==> src/rtl/simon_pkg.sv <==
// Shared types and constants for the Simon memory-game sequencer: FSM states,
// colour index type, one-hot colour decode and LFSR polynomial.
package simon_pkg;

    localparam int                LFSR_W    = 8;
    // Galois form of x^8 + x^6 + x^5 + x^4 + 1, shifting towards bit 0
    localparam logic [LFSR_W-1:0] LFSR_TAPS = 8'hB8;

    typedef logic [1:0] colour_t;

    typedef enum logic [2:0] {
        IDLE     = 3'd0,
        GAP      = 3'd1,
        SHOW     = 3'd2,
        WAIT_IN  = 3'd3,
        WAIT_REL = 3'd4,
        WIN      = 3'd5,
        LOSE     = 3'd6
    } state_t;

    function automatic logic [3:0] onehot4(colour_t c);
        return 4'b0001 << c;
    endfunction

endpackage

==> src/rtl/simon_lfsr.sv <==
// Free-running 8-bit Galois LFSR that supplies new colour entries; it steps
// on every cycle out of reset so the colour depends on when the player acts.
module simon_lfsr
    import simon_pkg::*;
#(
    parameter logic [LFSR_W-1:0] SEED = 8'hA5
) (
    input  logic              clk,
    input  logic              reset,
    output logic [LFSR_W-1:0] lfsr_o
);

    logic [LFSR_W-1:0] lfsr_q;
    logic [LFSR_W-1:0] lfsr_d;

    assign lfsr_d = {1'b0, lfsr_q[LFSR_W-1:1]} ^ (lfsr_q[0] ? LFSR_TAPS : '0);

    // NOTE: sequential state uses non-blocking assignments so every flop samples pre-edge values.
    always_ff @(posedge clk) begin
        if (reset) begin
            lfsr_q <= SEED;
        end else begin
            lfsr_q <= lfsr_d;
        end
    end

    assign lfsr_o = lfsr_q;

endmodule

==> src/rtl/simon_round_ctrl.sv <==
// Simon game sequencer: builds a random colour sequence, replays it and checks presses.
// Define SIMON_TIMEOUT_EN to lose the game when no press arrives within TIMEOUT_CYC cycles.
module simon_round_ctrl
    import simon_pkg::*;
#(
    parameter int          MAX_LEN     = 16,
    parameter int          SHOW_CYC    = 25_000_000,
    parameter int          GAP_CYC     = 12_500_000,
    parameter int          TIMEOUT_CYC = 150_000_000,
    parameter logic [7:0]  SEED        = 8'hA5
) (
    input  logic                           clk,
    input  logic                           reset,
    input  logic                           start,
    input  logic [3:0]                     user_sel,
    input  logic                           button_pressed,
    output logic [3:0]                     led,
    output logic [$clog2(MAX_LEN+1)-1:0]   level,
    output logic                           busy,
    output logic                           game_over,
    output logic                           win
);

    localparam int LW     = $clog2(MAX_LEN + 1);
    localparam int IW     = (MAX_LEN > 1) ? $clog2(MAX_LEN) : 1;
    localparam int SG_MAX = (SHOW_CYC > GAP_CYC) ? SHOW_CYC : GAP_CYC;
`ifdef SIMON_TIMEOUT_EN
    localparam int TMR_MAX = (TIMEOUT_CYC > SG_MAX) ? TIMEOUT_CYC : SG_MAX;
`else
    localparam int TMR_MAX = SG_MAX;
    localparam int unused_timeout_cyc = TIMEOUT_CYC;
`endif
    localparam int TW = (TMR_MAX > 1) ? $clog2(TMR_MAX) : 1;

    localparam logic [TW-1:0] SHOW_LAST = TW'(SHOW_CYC - 1);
    localparam logic [TW-1:0] GAP_LAST  = TW'(GAP_CYC - 1);
`ifdef SIMON_TIMEOUT_EN
    localparam logic [TW-1:0] TIMEOUT_LAST = TW'(TIMEOUT_CYC - 1);
`endif

    state_t            state_q;
    logic [TW-1:0]     timer_q;
    logic [LW-1:0]     idx_q;
    logic [LW-1:0]     len_q;
    colour_t           seq_q [MAX_LEN];
    logic              btn_prev_q;
    logic [3:0]        led_q;
    logic [LW-1:0]     level_q;
    logic              busy_q;
    logic              game_over_q;
    logic              win_q;

    logic [LFSR_W-1:0] lfsr_w;
    logic              unused_lfsr_bits;
    logic [LW-1:0]     idx_inc;
    logic [3:0]        exp_oh;
    logic              press;
    logic              restart;
    logic              rel_done;
    logic              last_entry;
    logic              at_max;
    logic              seq_we;
    logic [IW-1:0]     seq_wa;

    simon_lfsr #(.SEED(SEED)) u_lfsr (
        .clk    (clk),
        .reset  (reset),
        .lfsr_o (lfsr_w)
    );

    assign unused_lfsr_bits = ^lfsr_w[LFSR_W-1:2];
    assign idx_inc          = idx_q + LW'(1);
    assign exp_oh           = onehot4(seq_q[idx_q[IW-1:0]]);
    // A press is a rising edge, so a button held into WAIT_IN is never judged.
    assign press            = button_pressed & ~btn_prev_q;
    assign restart          = start && (state_q inside {IDLE, WIN, LOSE});
    assign rel_done         = (state_q == WAIT_REL) && !button_pressed;
    assign last_entry       = !(idx_inc < len_q);
    assign at_max           = (len_q == LW'(MAX_LEN));

    // NOTE: every always_comb output gets a default first so no latch is inferred.
    always_comb begin
        seq_we = 1'b0;
        seq_wa = '0;
        if (restart) begin
            seq_we = 1'b1;
        end else if (rel_done && last_entry && !at_max) begin
            seq_we = 1'b1;
            seq_wa = len_q[IW-1:0];
        end
    end

    // NOTE: the sequence store has no reset; entries are always written before len exposes them.
    always_ff @(posedge clk) begin
        if (seq_we) begin
            seq_q[seq_wa] <= lfsr_w[1:0];
        end
    end

    always_ff @(posedge clk) begin
        if (reset) begin
            state_q     <= IDLE;
            timer_q     <= '0;
            idx_q       <= '0;
            len_q       <= '0;
            btn_prev_q  <= 1'b0;
            led_q       <= '0;
            level_q     <= '0;
            busy_q      <= 1'b0;
            game_over_q <= 1'b0;
            win_q       <= 1'b0;
        end else begin
            btn_prev_q <= button_pressed;
            level_q    <= len_q;
            case (state_q)
                IDLE, WIN, LOSE: begin
                    if (start) begin
                        state_q     <= GAP;
                        len_q       <= LW'(1);
                        idx_q       <= '0;
                        timer_q     <= '0;
                        led_q       <= '0;
                        busy_q      <= 1'b1;
                        game_over_q <= 1'b0;
                        win_q       <= 1'b0;
                    end
                end
                GAP: begin
                    if (timer_q == GAP_LAST) begin
                        timer_q <= '0;
                        if (idx_q < len_q) begin
                            state_q <= SHOW;
                            led_q   <= exp_oh;
                        end else begin
                            state_q <= WAIT_IN;
                            idx_q   <= '0;
                            busy_q  <= 1'b0;
                        end
                    end else begin
                        timer_q <= timer_q + TW'(1);
                    end
                end
                SHOW: begin
                    if (timer_q == SHOW_LAST) begin
                        timer_q <= '0;
                        idx_q   <= idx_inc;
                        led_q   <= '0;
                        state_q <= GAP;
                    end else begin
                        timer_q <= timer_q + TW'(1);
                    end
                end
                WAIT_IN: begin
                    if (press) begin
                        timer_q <= '0;
                        if (user_sel == exp_oh) begin
                            state_q <= WAIT_REL;
                            led_q   <= user_sel;
                        end else begin
                            state_q     <= LOSE;
                            game_over_q <= 1'b1;
                        end
`ifdef SIMON_TIMEOUT_EN
                    end else if (timer_q == TIMEOUT_LAST) begin
                        timer_q     <= '0;
                        state_q     <= LOSE;
                        game_over_q <= 1'b1;
                    end else begin
                        timer_q <= timer_q + TW'(1);
`endif
                    end
                end
                WAIT_REL: begin
                    led_q <= user_sel;
                    if (!button_pressed) begin
                        led_q <= '0;
                        if (!last_entry) begin
                            idx_q   <= idx_inc;
                            state_q <= WAIT_IN;
                        end else if (at_max) begin
                            idx_q       <= idx_inc;
                            state_q     <= WIN;
                            game_over_q <= 1'b1;
                            win_q       <= 1'b1;
                        end else begin
                            len_q   <= len_q + LW'(1);
                            idx_q   <= '0;
                            timer_q <= '0;
                            busy_q  <= 1'b1;
                            state_q <= GAP;
                        end
                    end
                end
                default: state_q <= IDLE;
            endcase
        end
    end

    assign led       = led_q;
    assign level     = level_q;
    assign busy      = busy_q;
    assign game_over = game_over_q;
    assign win       = win_q;

endmodule

==> config.mk <==
export PLATFORM = sky130hd
export DESIGN_NAME = simon_round_ctrl
export DESIGN_NICKNAME = d
export VERILOG_FILES = /design/src/rtl/simon_pkg.sv /design/src/rtl/simon_lfsr.sv /design/src/rtl/simon_round_ctrl.sv
export SDC_FILE = /design/constraint.sdc
export NUM_CORES = 1
export LEC_CHECK = 0
export CAP_MARGIN = 10
export CELL_PAD_IN_SITES_DETAIL_PLACEMENT = 0
export CELL_PAD_IN_SITES_GLOBAL_PLACEMENT = 1
export CORE_MARGIN = 4
export CORE_UTILIZATION = 35
export CTS_CLUSTER_SIZE = 8
export DETAILED_ROUTE_END_ITERATION = 8
export MAX_ROUTING_LAYER = met4
export PLACE_DENSITY = 0.69
export SLEW_MARGIN = 20
export SYNTH_ARGS = -nofsm -noshare
export SYNTH_HDL_FRONTEND = slang
export SYNTH_SLANG_ARGS = --single-unit
==> constraint.sdc <==
create_clock -name clk -period 7 [get_ports clk]
set_input_delay 0.7 -clock clk [delete_from_list [all_inputs] [get_ports clk]]
set_output_delay 0.7 -clock clk [all_outputs]
set_load 0.05 [all_outputs]
# Word-level counts from Yosys, hierarchy flattened
# Memories as Yosys holds them, arrays and structs flattened. A register that Yosys moved wholly into a read port is not among the register bits.
# Cells that the tools add are included.
totals:
  ff_bits: 59
  mem_bits_rw: 32
  input_bits: 8
  output_inout_bits: 12
  wordCells: 129
  mem_count: 1
classes:
  n_addsub: 3
  n_lt_le_gt_ge: 2
  n_eq_ne: 22
  n_shift: 1
  mux: 63
  bitwise_logic: 3
  n_reduce_logical: 23
memory_table:
  columns: ["name", "words", "width", "rd", "rd_clocked_by_memory_dff", "wr", "line_no", "text"]
  rows:
  - ["seq_q", 16, 2, 1, 1, 1, "simon_round_ctrl.sv:45", "colour_t seq_q [MAX_LEN];"]
op_table:
  columns: ["cell", "n"]
  rows:
  - ["25-bit two-way mux", 7]
  - ["25-bit one-hot mux with 5 select lines", 1]
  - ["5-bit two-way mux", 11]
  - ["4-bit two-way mux", 11]
  - ["25-bit by 1-bit adder with 25-bit output, second input constant", 1]
  - ["25-bit by 24-bit == test with 1-bit output, second input constant", 1]
  - ["25-bit == test, second input constant", 1]
  - ["2-bit != test, second input constant", 12]
  - ["3-bit two-way mux", 7]
  - ["7-bit AND reduction", 3]
  - ["4-bit one-hot mux with 5 select lines", 1]
  - ["5-bit one-hot mux with 4 select lines", 1]
  - ["1-bit two-way mux", 17]
  - ["3-bit one-hot mux with 5 select lines", 1]
  - ["5-bit AND reduction", 3]
  - ["6-bit AND reduction", 2]
  - ["5-bit by 1-bit adder with 5-bit output, second input constant", 2]
  - ["5-bit < comparator", 2]
  - ["5-bit one-hot mux with 2 select lines", 1]
  - ["3-bit == test, second input constant", 3]
  - ["3-bit nonzero test", 3]
  - ["8-bit two-way mux", 1]
  - ["7-bit by 8-bit XOR with 8-bit output", 1]
  - ["3-bit by 2-bit == test with 1-bit output, second input constant", 2]
  - ["16 further kinds", 22]

# Depth between registers and ports, before layout
depth:
  word_depth: 9
  mapped_depth: 12
  mapped_depth_nobuf: 10

# Hierarchy
# A second synthesis with hierarchy kept.
unflattened:
  hier_cells: 493
  hier_area_um2: 4757.1
modules_own_cells:
  columns: ["mod", "instances", "cells_per_inst", "area_per_inst_um2", "seq_area_each_um2"]
  rows:
  - ["simon_round_ctrl", 1, 469, 4488.1, 2062.0]
  - ["simon_lfsr", 1, 24, 269.0, 160.2]

# Least setup slack after synthesis
# No wires, ideal clock.
synth_timing:
  kind: "in2reg"
  start: "input port start"
  end: "register timer_q[24]"
  setup_time_ps: 70
  arrival_time_ps: 2727
  required_ps: 6930
  setup_slack_ps: 4203
  stages: 9
  n_path_buf: 2
  cell_sequence: "clkbuf_1 > nand2b_1 > nand2_1 > o21ai_1 > a211oi_1 > o21ai_1 > clkbuf_1 > or4_1 > a21oi_1"
synth_between:
  elab_chain_cells: 2
synth_lines:
  columns: ["item", "line_no", "text"]
  rows:
  - ["from (decl)", "simon_round_ctrl.sv:14", "input logic start,"]
  - ["2-bit != test (no line)", null, null]
  - ["6-bit AND reduction (no line)", null, null]
  - ["to (signal assigned)", "simon_round_ctrl.sv:140", "timer_q <= timer_q + TW'(1);"]
  - ["to (signal assigned)", "simon_round_ctrl.sv:150", "timer_q <= timer_q + TW'(1);"]
  - ["to (decl)", "simon_round_ctrl.sv:42", "logic [TW-1:0] timer_q;"]
# Every way passes these cells.
# A chain may end at the register's enable or synchronous reset.

# Final worst setup path
layout_timing:
  start: "input port start"
  end: "register timer_q[14]"
# The elaborated chain is that of the path after synthesis.

==> metrics.cfg <==
[floorplan]
start_util_pct=36.05
die_h_um=122.7
coreArea_mm2=0.01277
die_area_mm2=0.01505
fp.dieW_um=122.7
io_pins=20
fp-row-count=41

[min_path]
whs_path_depth=1
hold_class=register to register

[route]
drtIter0Drc=307
via_per_inst=5.607
wl_mm=11.09
dr_total_vias=3684
firstDrtPassIters=5
drc_errors=0
ant_nets=0
wire_per_inst_um=16.88

[sta]
hold_viol_final=0
finalClockSkew_ns=0.01019
worstMarginPinSlew_ns=0.9994
rsz0062_at_grt=no
setup_violations=0
fmaxAchievable_ghz=0.2766
maxSlewHeadroom_pct=33.38
setup_tns_ns=0
period_needed_ns=3.615
finalWorstSetupSlack_ns=3.385
slew_violations=0
fin_crit_sh_pct=51.64

[power_and_ir_drop]
swShare_pct=36.42
power_frac_clock_pct=29.4
power_frac_comb_pct=29.2
powerDensity_mw_per_mm2=305.1
internal_power_mw=1.011
total_power_mw=1.590
ir_drop_mv=0.1553
leakage_nw=1.671
seqPwrFrac_pct=41.4
p_switching_uw=579.0

[critical_path]
startpoint_type=input port
reg2regPathDepth=11
critPathCaptureType=register
crit_required_ns=7.24
worstPathMaxFanout=29
crit_type=input port to register
critical_path_arrival_ns=3.86

[placement]
dp_cells=641
placed_area_mm2=0.004931
hpwl_mm=7.752
post-place-ws_ns=3.061
place.gp.congestion=0.8171
io_buffers=19

[finish]
area_growth_pct=13.15
design_area_mm2=0.005210
drive_gt1_share_pct=8.247
nets=500
stdcell_count=657
diodes=0

[synth]
netlist_instances=471
syn-num-nets=491
synth_largest_area_cell=dfxtp_1
synth-edff-count=32
syn_area_mm2=0.004604
synth_top_cell_area_share_pct=27.39
synth_top_flop_cell=dfxtp_1
yosysUniqueCellTypes=61
synth_seq_cells=95
avgSynthCellArea_um2=9.776
yosys_warnings=0
yosysMostFrequentCell=dfxtp_1
synth_common_cells=63 x dfxtp_1, 49 x nor2_1, 36 x a21oi_1
synth-seq-area-share_pct=48.26
synth-async-reset-ratio_pct=0
synth.area.top_cells=dfxtp_1 27%, edfxtp_1 21%, mux4_2 4.4%, nor2_1 4.0%, a21oi_1 3.9%

[clocking]
insertion_delay_ns=0.34
clockBufferDepth=2
hold_buffers=0
numCtsBuffers=9
htree_levels=3
cts_sinks=95
post_cts_buffers=0
cts_tree=built
cts-root-buf=clkbuf_16
cts_resized=0
path_clk_slew_ns=0.07

[grt]
grt_max_degree=40
grtUsageTotal_pct=16.19
antenna_found_initial=0
grt_pass1_wl_mm=18.56
grt_overflow_total=0
first_global_vias=3437

[job]
timing.max_cap.violations=0

[status]
outcome=finished clean

## metrics by stage
stage	utilization, %	hold WS [ns]
finish	40.79	0.4154
CTS	40.79	0.4185
detailed placement	38.60	0.3979
floorplan	-	0.3895
global route	40.79	0.4334
global placement	38.60	0.3964
## worst max-delay path: stages
cell	delay (ns)
clkdlybuf4s50_1	0.64
nand2b_1	0.11
nand2_1	0.09
o21ai_1	0.07
a211oi_1	0.78
o21ai_1	0.15
buf_4	0.28
o21ai_1	0.77
o21ba_2	0.26
## registers in the layout, indices dropped and copies added, names as in the netlist, 3 cells and up, named ones only
signal         cells
timer_q           25
led                4
u_lfsr.lfsr_o      8
state_q            3
seq_q             32
idx_q              5
len_q              5
level              5
## placed cells by master, fill, tap and decap left out, types with 3 or more instances in the layout
cell	count
or4b_1	3
o21ai_1	13
inv_6	3
inv_1	12
xor2_1	3
nor4_1	4
nand3b_1	7
and3_1	6
a21oi_1	36
a211oi_1	6
xnor2_1	9
clkbuf_16	9
or2_2	5
o31ai_1	6
a31oi_1	5
o211ai_1	3
edfxtp_1	32
or4_1	7
nand3_1	21
mux2i_1	3
or3_1	6
mux4_2	9
nand4_1	3
nand2b_1	7
nor2b_1	6
a311oi_1	5
nand2_1	35
o21ai_0	9
clkdlybuf4s50_1	19
nor2_1	49
o21a_1	5
dfxtp_1	63
nor3_1	18
ha_1	12
o21ba_2	3
## power groups by stage
| stage | Combinational [mW] | Sequential, mW | Clock (mW) |
|---|---|---|---|
| after floorplan | 0.304 | 0.696 | 0 |
| after global placement | 0.457 | 0.668 | 0 |
| after detailed placement | 0.460 | 0.671 | 0 |
| after CTS | 0.461 | 0.658 | 0.480 |
| after global routing | 0.513 | 0.667 | 0.503 |
| final | 0.464 | 0.658 | 0.468 |
## cell type report
type,instances,area [µm²]
inverters,13,48.80
clock buffers,9,225.2
fillers,1246,7564
flip-flops and latches,95,2222
clock inverters,7,53.80
well taps,172,215.2
repair buffers,21,205.2
multi-input cells,340,2240
## layer usage
layer / share of wire, % / track usage, % / up-vias
li1: - / - / 1783
met1: 50 / 22.88 / 1800
met2: 44 / 23.85 / 92
met3: 4.6 / 2.488 / 9
met4: 1.4 / 5.108 / 0
met5: 0 / - / -
## worst paths after layout
kind,slack (ns),start,end
hold / removal,0.42,u_lfsr.lfsr_o[3],u_lfsr.lfsr_o[2]
setup / recovery,3.39,start,timer_q[14]
setup reg to reg,3.58,idx_q[0],timer_q[14]
hold reg to reg,0.42,u_lfsr.lfsr_o[3],u_lfsr.lfsr_o[2]
## cell families (layout without fill, tap and decap cells)
family / count (synthesis) / after routing / synth area share [%]
AO/OA/AOI/OAI: 118 / 118 / 17.15
multiplexers: 12 / 12 / 5.054
flip-flops: 95 / 95 / 48.26
adder cells (fa/ha/maj): 12 / 12 / 3.261
buffers and inverters: 36 / 50 / 3.261
AND/OR/NAND/NOR: 186 / 186 / 20.73
XOR/XNOR: 12 / 12 / 2.283
Power figures use the tool's default switching activity.
